File: src/rtl/binary_image_threshold.sv
// binary_image_threshold: RGB-to-gray thresholding pipeline with frame-aligned threshold updates and white-pixel count.
module binary_image_threshold #(
    parameter int IMG_WIDTH_DATA = 24,
    parameter int IMG_WIDTH_LINE = 640,
    parameter int IMG_HEIGHT     = 480,
    parameter int THRESH_DEFAULT = 128
) (
    input  logic                      clk,
    input  logic                      rst_n,
    input  logic [IMG_WIDTH_DATA-1:0] data_in,
    input  logic                      data_in_en,
    input  logic [7:0]                thresh_in,
    input  logic                      thresh_wr,
    output logic [IMG_WIDTH_DATA-1:0] data_out,
    output logic                      data_out_en,
    output logic                      frame_done,
    output logic [19:0]               white_cnt
);
    localparam int CW = $clog2(IMG_WIDTH_LINE + 1);
    localparam int RW = $clog2(IMG_HEIGHT + 1);

    logic [CW-1:0] col;
    logic [RW-1:0] row;
    logic [7:0]    thr_act, thr_pend, thr_px, thr1, thr2, gray2;
    logic          pend, first, line_end, last_px, white2;
    logic [15:0]   p_r, p_g, p_b, sum;
    logic          v1, l1, v2, l2;
    logic [19:0]   run, run_inc;

    always_comb begin
        first    = col == '0 && row == '0;
        line_end = col == CW'(IMG_WIDTH_LINE - 1);
        last_px  = line_end && row == RW'(IMG_HEIGHT - 1);
        // The first pixel of a frame already sees a pending threshold
        thr_px   = first && pend ? thr_pend : thr_act;
        sum      = p_r + p_g + p_b;
        white2   = gray2 >= thr2;
        run_inc  = v2 && white2 && run != 20'hfffff ? run + 20'd1 : run;
    end

    always_ff @(posedge clk or negedge rst_n) begin
        if (!rst_n) begin
            col      <= '0;
            row      <= '0;
            thr_act  <= 8'(THRESH_DEFAULT);
            thr_pend <= 8'(THRESH_DEFAULT);
            pend     <= 1'b0;
        end else begin
            if (data_in_en) begin
                col <= line_end ? '0 : col + CW'(1);
                row <= !line_end ? row : row == RW'(IMG_HEIGHT - 1) ? '0 : row + RW'(1);
            end
            if (data_in_en && first && pend)
                thr_act <= thr_pend;
            // A write coinciding with the frame start stays pending for the next frame
            if (thresh_wr) begin
                thr_pend <= thresh_in;
                pend     <= 1'b1;
            end else if (data_in_en && first)
                pend <= 1'b0;
        end
    end

    always_ff @(posedge clk or negedge rst_n) begin
        if (!rst_n) begin
            p_r         <= '0;
            p_g         <= '0;
            p_b         <= '0;
            thr1        <= '0;
            v1          <= 1'b0;
            l1          <= 1'b0;
            gray2       <= '0;
            thr2        <= '0;
            v2          <= 1'b0;
            l2          <= 1'b0;
            data_out    <= '0;
            data_out_en <= 1'b0;
            frame_done  <= 1'b0;
            white_cnt   <= '0;
            run         <= '0;
        end else begin
            p_r         <= 16'(77) * 16'(data_in[23:16]);
            p_g         <= 16'(150) * 16'(data_in[15:8]);
            p_b         <= 16'(29) * 16'(data_in[7:0]);
            thr1        <= thr_px;
            v1          <= data_in_en;
            l1          <= data_in_en && last_px;
            gray2       <= sum[15:8];
            thr2        <= thr1;
            v2          <= v1;
            l2          <= v1 && l1;
            data_out_en <= v2;
            frame_done  <= v2 && l2;
            if (v2)
                data_out <= {IMG_WIDTH_DATA{white2}};
            if (v2 && l2) begin
                white_cnt <= run_inc;
                run       <= '0;
            end else
                run <= run_inc;
        end
    end
endmodule

File: config.mk
export PLATFORM = sky130hd
export DESIGN_NAME = binary_image_threshold
export DESIGN_NICKNAME = d
export VERILOG_FILES = /design/src/rtl/binary_image_threshold.sv
export SDC_FILE = /design/constraint.sdc
export NUM_CORES = 1
export LEC_CHECK = 0
export CORE_ASPECT_RATIO = 1.75
export CORE_MARGIN = 1.5
export CORE_UTILIZATION = 40
export CTS_BUF_LIST = sky130_fd_sc_hd__clkbuf_4
export CTS_CLUSTER_SIZE = 8
export DETAILED_ROUTE_END_ITERATION = 8
export DONT_BUFFER_PORTS = 1
export PLACE_DENSITY_LB_ADDON = 0.2
export RECOVER_POWER = 50
export SYNTH_ARGS = -nofsm -noshare
export SYNTH_HDL_FRONTEND = slang
export SYNTH_SLANG_ARGS = --single-unit
File: constraint.sdc
create_clock -name clk -period 7.35 [get_ports clk]
set_input_delay 1.47 -clock clk [delete_from_list [all_inputs] [get_ports clk]]
set_output_delay 1.47 -clock clk [all_outputs]
set_load 0.05 [all_outputs]
* Yosys cells after proc, flatten, opt, wreduce, memory -nomap -nowiden
Cells that the tools add are included.
** Word-level totals
- Bits of input ports :: 36
- Word-level logic and storage cells :: 53
- Bits in registers :: 150
- Output and inout port bits :: 46
** Cells by class
- Reductions and logical operators :: 14
- Eq/ne operators :: 3
- Multiply operators :: 3
- Mux-type cells :: 7
- Add/sub/neg operators :: 5
- Order comparisons :: 1
** Operators by type and width (count)
- $mux W20 :: 2
- $mul A7 B8 Y15 const A :: 2
- $add A20 B1 Y20 const B :: 1
- $ne A20 B20 Y1 const B :: 1
- $add A15 B16 Y16 :: 1
- $add A16 B13 Y16 :: 1
- $mul A5 B8 Y13 const A :: 1
- $add A10 B1 Y10 const B :: 1
- $eq A10 B10 Y1 const B :: 1
- $logic_and A1 B1 Y1 :: 10
- $logic_not A10 Y1 :: 1
- $mux W10 :: 1
- $add A9 B1 Y9 const B :: 1
- $eq A9 B9 Y1 const B :: 1
- $logic_not A9 Y1 :: 1
- $mux W9 :: 1
- $ge A8 B8 Y1 :: 1
- $mux W8 :: 1
- $mux W1 :: 2
- $reduce_and A2 Y1 :: 1
- $reduce_bool A2 Y1 :: 1

* Longest topological paths before layout
Gate-level depths: netlist of run 1.
- Word-level depth :: 5
- Mapped depth :: 13
- Gate-level depth less buffers :: 13

* Worst setup path before layout of run 1
Ideal clock, no wire load.
- Path kind :: input to register
- Start :: input data_in[12]
- End :: register p_g[15]
- Path buffers :: 0
- Stages on the path :: 12
- Required time :: 7.223 ns
- Setup time :: 0.127 ns
- Slack :: 3.025 ns
- Data arrival time :: 4.198 ns
- Cell sequence :: ha_1 ha_1 inv_1 fa_1 inv_1 fa_1 ha_1 nand2_1 o211ai_1 o21ai_0 a31oi_1 or2_2
** On the way
- Longest elaborated chain between the ends :: 1
** RTL lines
- start: declaration :: RTL line 10 : input logic [IMG_WIDTH_DATA-1:0] data_in,
- $mul A7 B8 Y15 :: RTL line 83 : p_g <= 16'(150) * 16'(data_in[15:8]);
- end signal: assignment :: RTL line 83
- end: declaration :: RTL line 26 : logic [15:0] p_r, p_g, p_b, sum;
Every way passes these cells.
A chain may end at the register's enable or synchronous reset.

* Worst setup path in the final report of run 1
- Start :: register, netlist name data_out[0]
- End :: output data_out[1]
** RTL lines
- end: declaration :: RTL line 14 : output logic [IMG_WIDTH_DATA-1:0] data_out,
No word-level cell between the ends.

==> metrics.txt, run 1 <==
CP startpoint kind=register; Slew headroom=28.71%; H-tree levels=4; Vias/cell=between 5 and 6; commonest non-fill, non-tap cells in the layout=dfrtp_1, ha_1, inv_1; cts repair resizes=0; starting density of the core=40.65%; reg2reg setup slack=approximately 4.6 ns; Syn Area/Cell=11.09 sq um; Syn. warnings=0; Largest delay share family, worst path=flip-flops; critical path launch point=data_out[0]$_DFFE_PN0P_; EDFF count, synth=0; CTS Hold Buffers Added=0; MaxCap Viol Count=0; DR iter-0 viols=about 220; CP Depth=1; DRC=0; TritonCTS clock tree=done; area leader, netlist=dfrtp_1; # setup viols final=0; Die W=~120 um; synthesized cell area=approximately 9200 sq um; global-route wire length before repair=just under 30 mm; I/O pins=82; Reg area=~3800 sq um; Final HPWL DP=13.13 mm; sequential share of the synthesized area=~41%; Lkg Pwr=approximately 4.7 nW; Post-Synthesis Net Count=~1,000; dominant synthesized flop cell=dfrtp_1; R2R Path End=gray2[5]$_DFF_PN0_; clk sink count=150; maximum fanout along the worst path=9; Root Buffer=clkbuf_4; Layout area overhead=5.062%; Hold Startpoint=thr1[1]$_DFF_PN0_; Reg-to-Reg Start=p_r[7]$_DFF_PN0_; Clk pin slew, worst setup/hold paths=approximately 0.13 ns; Clock Skew=about 0.017 ns; Routed Antenna Nets=0; CP Class=register to primary output; largest net degree at the start of global routing=151; WL/cell=between 15 and 20 um; worst setup margin=about 3.3 ns; Setup TNS=0 ns; Area contributors post-synth=dfrtp_1, ha_1, fa_1, inv_1, mux2_2; Post-CTS Setup Repair Bufs=0; vias in the first global route=6,280; Final Hold Fails=0; dpl ws=about 2.9 ns; fin. max-slew vios=0; row cnt=73; CTS Buf Count=17; Synth top area share=~40%; Worst setup endpoint=data_out[1]; gr usage total=about 16%; via count of the routed design=approximately 5,800; crit path buf inv count=1; Clock Latency Late Sink=~0.58 ns; port bufs=0; Synth Register Bits=150; Total Wirelength=approximately 17 mm; Slew @ Worst Pin=between 1 and 1.5 ns; clk buf depth=2; most common cell after layout, fill and taps aside=dfrtp_1; grt total ovfl=0; drt first pass iters=4; Pwr per Cell Area=between 300 and 400 nW/um^2; FF-to-FF path depth=8; worst hold-check path type=register to register; CP max-delay cell=dfrtp_4; status=finished, final reports clean; asr flop ratio synth=100.0%; CP max stage delay=around 1.1 ns; peak supply drop=between 0.00015 and 0.0002 V; Synth Instances=around 830; core footprint=22,740 sq um; fmax=roughly 240 MHz; die outline height=204.1 um; critical path, cell by cell=buf_4; Filler Cell Count=between 2,000 and 2,500; nets=1,017; footprint of the multi-input gates=4945 sq um; layout cell share with drive strength beyond 1=9.168%; Worst EP arrival=~2.6 ns; DIE AREA=24,070 sq um; Required @ worst endpoint=approximately 5.9 ns; nature of the critical path endpoint=primary output; antenna violations before repair=1; fin crit share=between 50 and 60%; distinct cell type count after synthesis=55; Final min period=~4.1 ns; gpl congestion=approximately 0.76; RSZ-0062 raised after global routing=no
layer usage:
metal / GRT usage (%) / wire length (um) / up-vias
li1: - / - / 2864
met1: 14.69 / 6050 / 2873
met4: 6.925 / 429 / 0
met5: 0 / 0 / -
met2: 31.64 / 10160 / 68
met3: 3.041 / 442 / 24
worst min path at each step:
stage	end	slack, ns	depth (start not counted)
CTS	thr2[3]$_DFF_PN0_	0.37	0
global route	thr2[1]$_DFF_PN0_	0.37	0
detailed placement	thr2[0]$_DFF_PN0_	0.33	0
floorplan	thr2[0]$_DFF_PN0_	0.33	0
global placement	thr2[3]$_DFF_PN0_	0.33	0
finish	thr2[1]$_DFF_PN0_	0.36	0
per-stage QoR:
stage	utilization, %	instances	cell area [sq um]	hold slack, ns	total power [mW]
after floorplan	-	834	9245	0.3312	2.449
after global placement	41.46	1098	9430	0.3342	2.660
after detailed placement	41.46	1098	9430	0.3347	2.673
after CTS	42.69	1129	9708	0.3650	3.204
after global routing	42.71	1131	9713	0.3745	3.451
final	42.71	1131	9713	0.3629	3.147
worst register-to-register path, cell delays in order, from the launching register on:
cell	delay, ns
dfrtp_1	0.42
fa_1	0.48
ha_1	0.34
and3_1	0.19
and2_0	0.14
a221oi_1	0.53
o21bai_1	0.19
a211oi_1	0.27
xnor2_1	0.15
layout make-up:
class	count	share of cell area [%]
flip-flops and latches	150	38.71
repair buffers	3	0.4380
clock inverters	14	1.546
clock buffers	17	1.314
inverters	82	3.169
multi-input cells	563	50.91
well taps	300	3.864
diodes	2	0.05153
report_power, final:
| part | internal [mW] | leakage, nW | switching (mW) |
|---|---|---|---|
| combinational | 0.614 | 2.59 | 0.867 |
| sequential | 0.990 | 1.92 | 0.163 |
| clock | 0.203 | 0.147 | 0.310 |
synthesized netlist by cell type (all sizes together), types with 4 or more instances:
| cell type | n |
|---|---|
| dfrtp | 148 |
| ha | 126 |
| inv | 82 |
| nor2 | 46 |
| a21oi | 45 |
| fa | 38 |
| nand2 | 30 |
| buf | 27 |
| o21ai | 25 |
| mux2 | 24 |
| xnor2 | 24 |
| xor2 | 24 |
| a31oi | 22 |
| nand3 | 21 |
| o31ai | 15 |
| or4 | 15 |
| and3 | 13 |
| nand4 | 13 |
| a21o | 12 |
| clkbuf | 12 |
| nor3 | 8 |
| or3 | 7 |
| and2 | 6 |
| a211oi | 5 |
| and4 | 5 |
| nor2b | 5 |
| nand2b | 4 |
cells by family after synthesis:
| family | after synthesis | synth area share [%] |
|---|---|---|
| AOI/OAI and AO/OA | 141 | 9.474 |
| xor gates and xnor gates | 48 | 4.547 |
| adders and majority gates | 164 | 25.28 |
| buffers and inverters | 121 | 5.901 |
| DFF | 150 | 40.63 |
| muxes | 24 | 2.923 |
| and+or+nand+nor | 186 | 11.25 |
state kept, by name, indices dropped and copies added, names as in the netlist, 8 cells and up:
signal     cells
col           10
thr_act        8
run           20
thr2           8
gray2          8
white_cnt     20
thr1           8
p_r           15
p_g           15
row            9
thr_pend       8
p_b           13
(Power assumes the default switching activity.)
==> run 2, diff against run 1 <==
- clock period: 7.35 -> 3.8 ns (I/O delays scaled with it)
==> run 2 against run 1 <==
  * The run now ends with hold timing left
  * Die area unchanged
  * Worst setup slack worse by 2.6 ns
  * Sequential cell count unchanged
  * Critical path type is now primary input to register
  * Clock-buffer cell count increased by 1
  * Global-route usage fell by 0.19 points
  * Cell count up 0.18%
  * Clock power is 99% higher
  * Worst hold slack worse by 0.51 ns
  * First-iteration DRC count is 9.4% lower
==> metrics.txt, run 2 (synthesis gave the netlist of run 1 again) <==
worst hold-check path type=primary input to async pin (was register to register); DR iter-0 viols=202 (was 223); core footprint=22,740 sq um (unchanged); maximum fanout along the worst path=5 (was 9); WL/cell=15.19 um (was 15.10 um); Clock Latency Late Sink=0.58 ns (about the same); Clk pin slew, worst setup/hold paths=0.14 ns (was 0.13 ns); most common cell after layout, fill and taps aside=dfrtp_1 (unchanged); nature of the critical path endpoint=register (was primary output); FF-to-FF path depth=10 (was 8); clk sink count=150 (unchanged); port bufs=0 (unchanged); Pwr per Cell Area=632.3 nW/um^2 (was 324.0 nW/um^2); CP Class=primary input to register (was register to primary output); gpl congestion=0.7511 (was 0.7646); Lkg Pwr=4.676 nW (was 4.654 nW); CP startpoint kind=primary input (was register); global-route wire length before repair=29.08 mm (was 29.65 mm); DRC=0 (unchanged); RSZ-0062 raised after global routing=no (unchanged); failing checks=hold timing; nets=1,019 (was 1,017); DIE AREA=24,070 sq um (unchanged); Post-CTS Setup Repair Bufs=0 (unchanged); Die W=117.9 um (unchanged); MaxCap Viol Count=0 (unchanged); Reg-to-Reg Start=p_g[3]$_DFF_PN0_ (was p_r[7]$_DFF_PN0_); Worst EP arrival=3.64 ns (was 2.63 ns); Setup TNS=0 ns (unchanged); I/O pins=82 (unchanged); starting density of the core=40.65% (unchanged); Root Buffer=clkbuf_4 (unchanged); largest net degree at the start of global routing=151 (unchanged); via count of the routed design=5,829 (unchanged); Total Wirelength=17.21 mm (was 17.08 mm); fin. max-slew vios=0 (unchanged); H-tree levels=4 (unchanged); grt total ovfl=0 (unchanged); Routed Antenna Nets=0 (unchanged); commonest non-fill, non-tap cells in the layout=dfrtp_1, ha_1, inv_1 (unchanged); Final min period=approximately 3.2 ns; reg2reg setup slack=1.02 ns (was 4.55 ns); row cnt=73 (unchanged); fin crit share=83.50%; gr usage total=15.37% (was 15.56%); cts repair resizes=0 (unchanged); Vias/cell=5.145 (was 5.154); # setup viols final=0 (unchanged); clk buf depth=2 (unchanged); TritonCTS clock tree=done (unchanged); Clock Skew=0.02225 ns (was 0.01694 ns); antenna violations before repair=1 (unchanged); drt first pass iters=4 (unchanged); status=finished, violations left (was finished, final reports clean); fmax=approximately 320 MHz; Layout area overhead=5.413% (was 5.062%); peak supply drop=0.0003809 V (was 0.0001698 V); Largest regs=run (20), white_cnt (20) (unchanged); vias in the first global route=6,141 (was 6,280); Final Hold Fails=148 (was 0); die outline height=204.1 um (unchanged); Slew headroom=62.39% (was 28.71%); Slew @ Worst Pin=0.5641 ns (was 1.078 ns); layout cell share with drive strength beyond 1=9.255% (was 9.168%); CTS Buf Count=17 (unchanged); R2R Path End=gray2[4]$_DFF_PN0_ (was gray2[5]$_DFF_PN0_); Filler Cell Count=2,199 (was 2,180); Min Hold Slack=-0.1444 ns (was 0.3629 ns); Required @ worst endpoint=4.27 ns (was 5.88 ns); Final HPWL DP=13.28 mm (was 13.13 mm)
## run 2: changes by cell type in the layout (fill, tap and decap cells not counted), sizes merged
| cell | before | now |
|---|---|---|
| clkbuf | 17 | 18 |
| inv | 87 | 86 |
| clkinv | 5 | 7 |
| clkinvlp | 2 | 1 |
| buf | 3 | 5 |
| diode | 2 | 1 |
## run 2: worst max-delay path by stage
stage	slack, ns	cells past startpoint	end	start
CTS	0.71	12	p_g[15]$_DFF_PN0_	data_in[12]
global placement	0.09	12	p_g[15]$_DFF_PN0_	data_in[12]
global route	0.53	12	p_g[15]$_DFF_PN0_	data_in[12]
detailed placement	0.04	12	p_g[15]$_DFF_PN0_	data_in[12]
floorplan	0.18	12	p_g[15]$_DFF_PN0_	data_in[12]
finish	0.63	12	p_g[15]$_DFF_PN0_	data_in[12]
## run 2: through the flow
step | utilization, % | worst slack [ns] | cell area (sq um) | cells | power, mW
6_report | 42.85 | 0.6269 | 9746 | 1133 | 6.162
5_1_grt | 42.85 | 0.5250 | 9746 | 1133 | 6.716
4_1_cts | 42.84 | 0.7065 | 9743 | 1132 | 6.265
3_5_place_dp | 41.59 | 0.04229 | 9458 | 1100 | 5.218
3_3_place_gp | 41.59 | 0.08585 | 9458 | 1100 | 5.177
2_1_floorplan | - | 0.1848 | 9245 | 834 | 4.737
## run 2: layout make-up
cell class                 instances  area [sq um]  area share (%)
clock buffer                      18         135.1           1.387
timing repair buffer               5         70.07          0.7190
tap                              300         375.4           3.852
clock inverter                    14         150.1           1.541
antenna                            1         2.502         0.02568
inverter                          82         307.8           3.158
sequential                       150          3760           38.58
multi-input combinational        563          4945           50.74
## run 2: critical path, cell delays in order
cell and delay (ns):
ha_1 0.27, ha_1 0.27, inv_1 0.05, fa_1 0.53
inv_1 0.06, fa_1 0.46, ha_1 0.36, nand2_1 0.09
o211ai_1 0.15, o21ai_0 0.26, a31oi_1 0.11, or2_2 0.28
## run 2: per-layer routing
layer | track usage, % | vias up | wire (um)
met4 | 6.185 | 0 | 440
met2 | 31.33 | 78 | 10240
li1 | - | 2860 | -
met3 | 3.404 | 24 | 477
met5 | 0 | - | 0
met1 | 14.47 | 2867 | 6056
## run 2: report_power, final
part	total, mW	leakage (nW)	internal [mW]	switching [mW]
Sequential	2.15	1.92	1.92	0.233
Combinational	3.00	2.61	1.21	1.79
Clock	1.02	0.153	0.404	0.614
Total	6.16	4.68	3.53	2.63
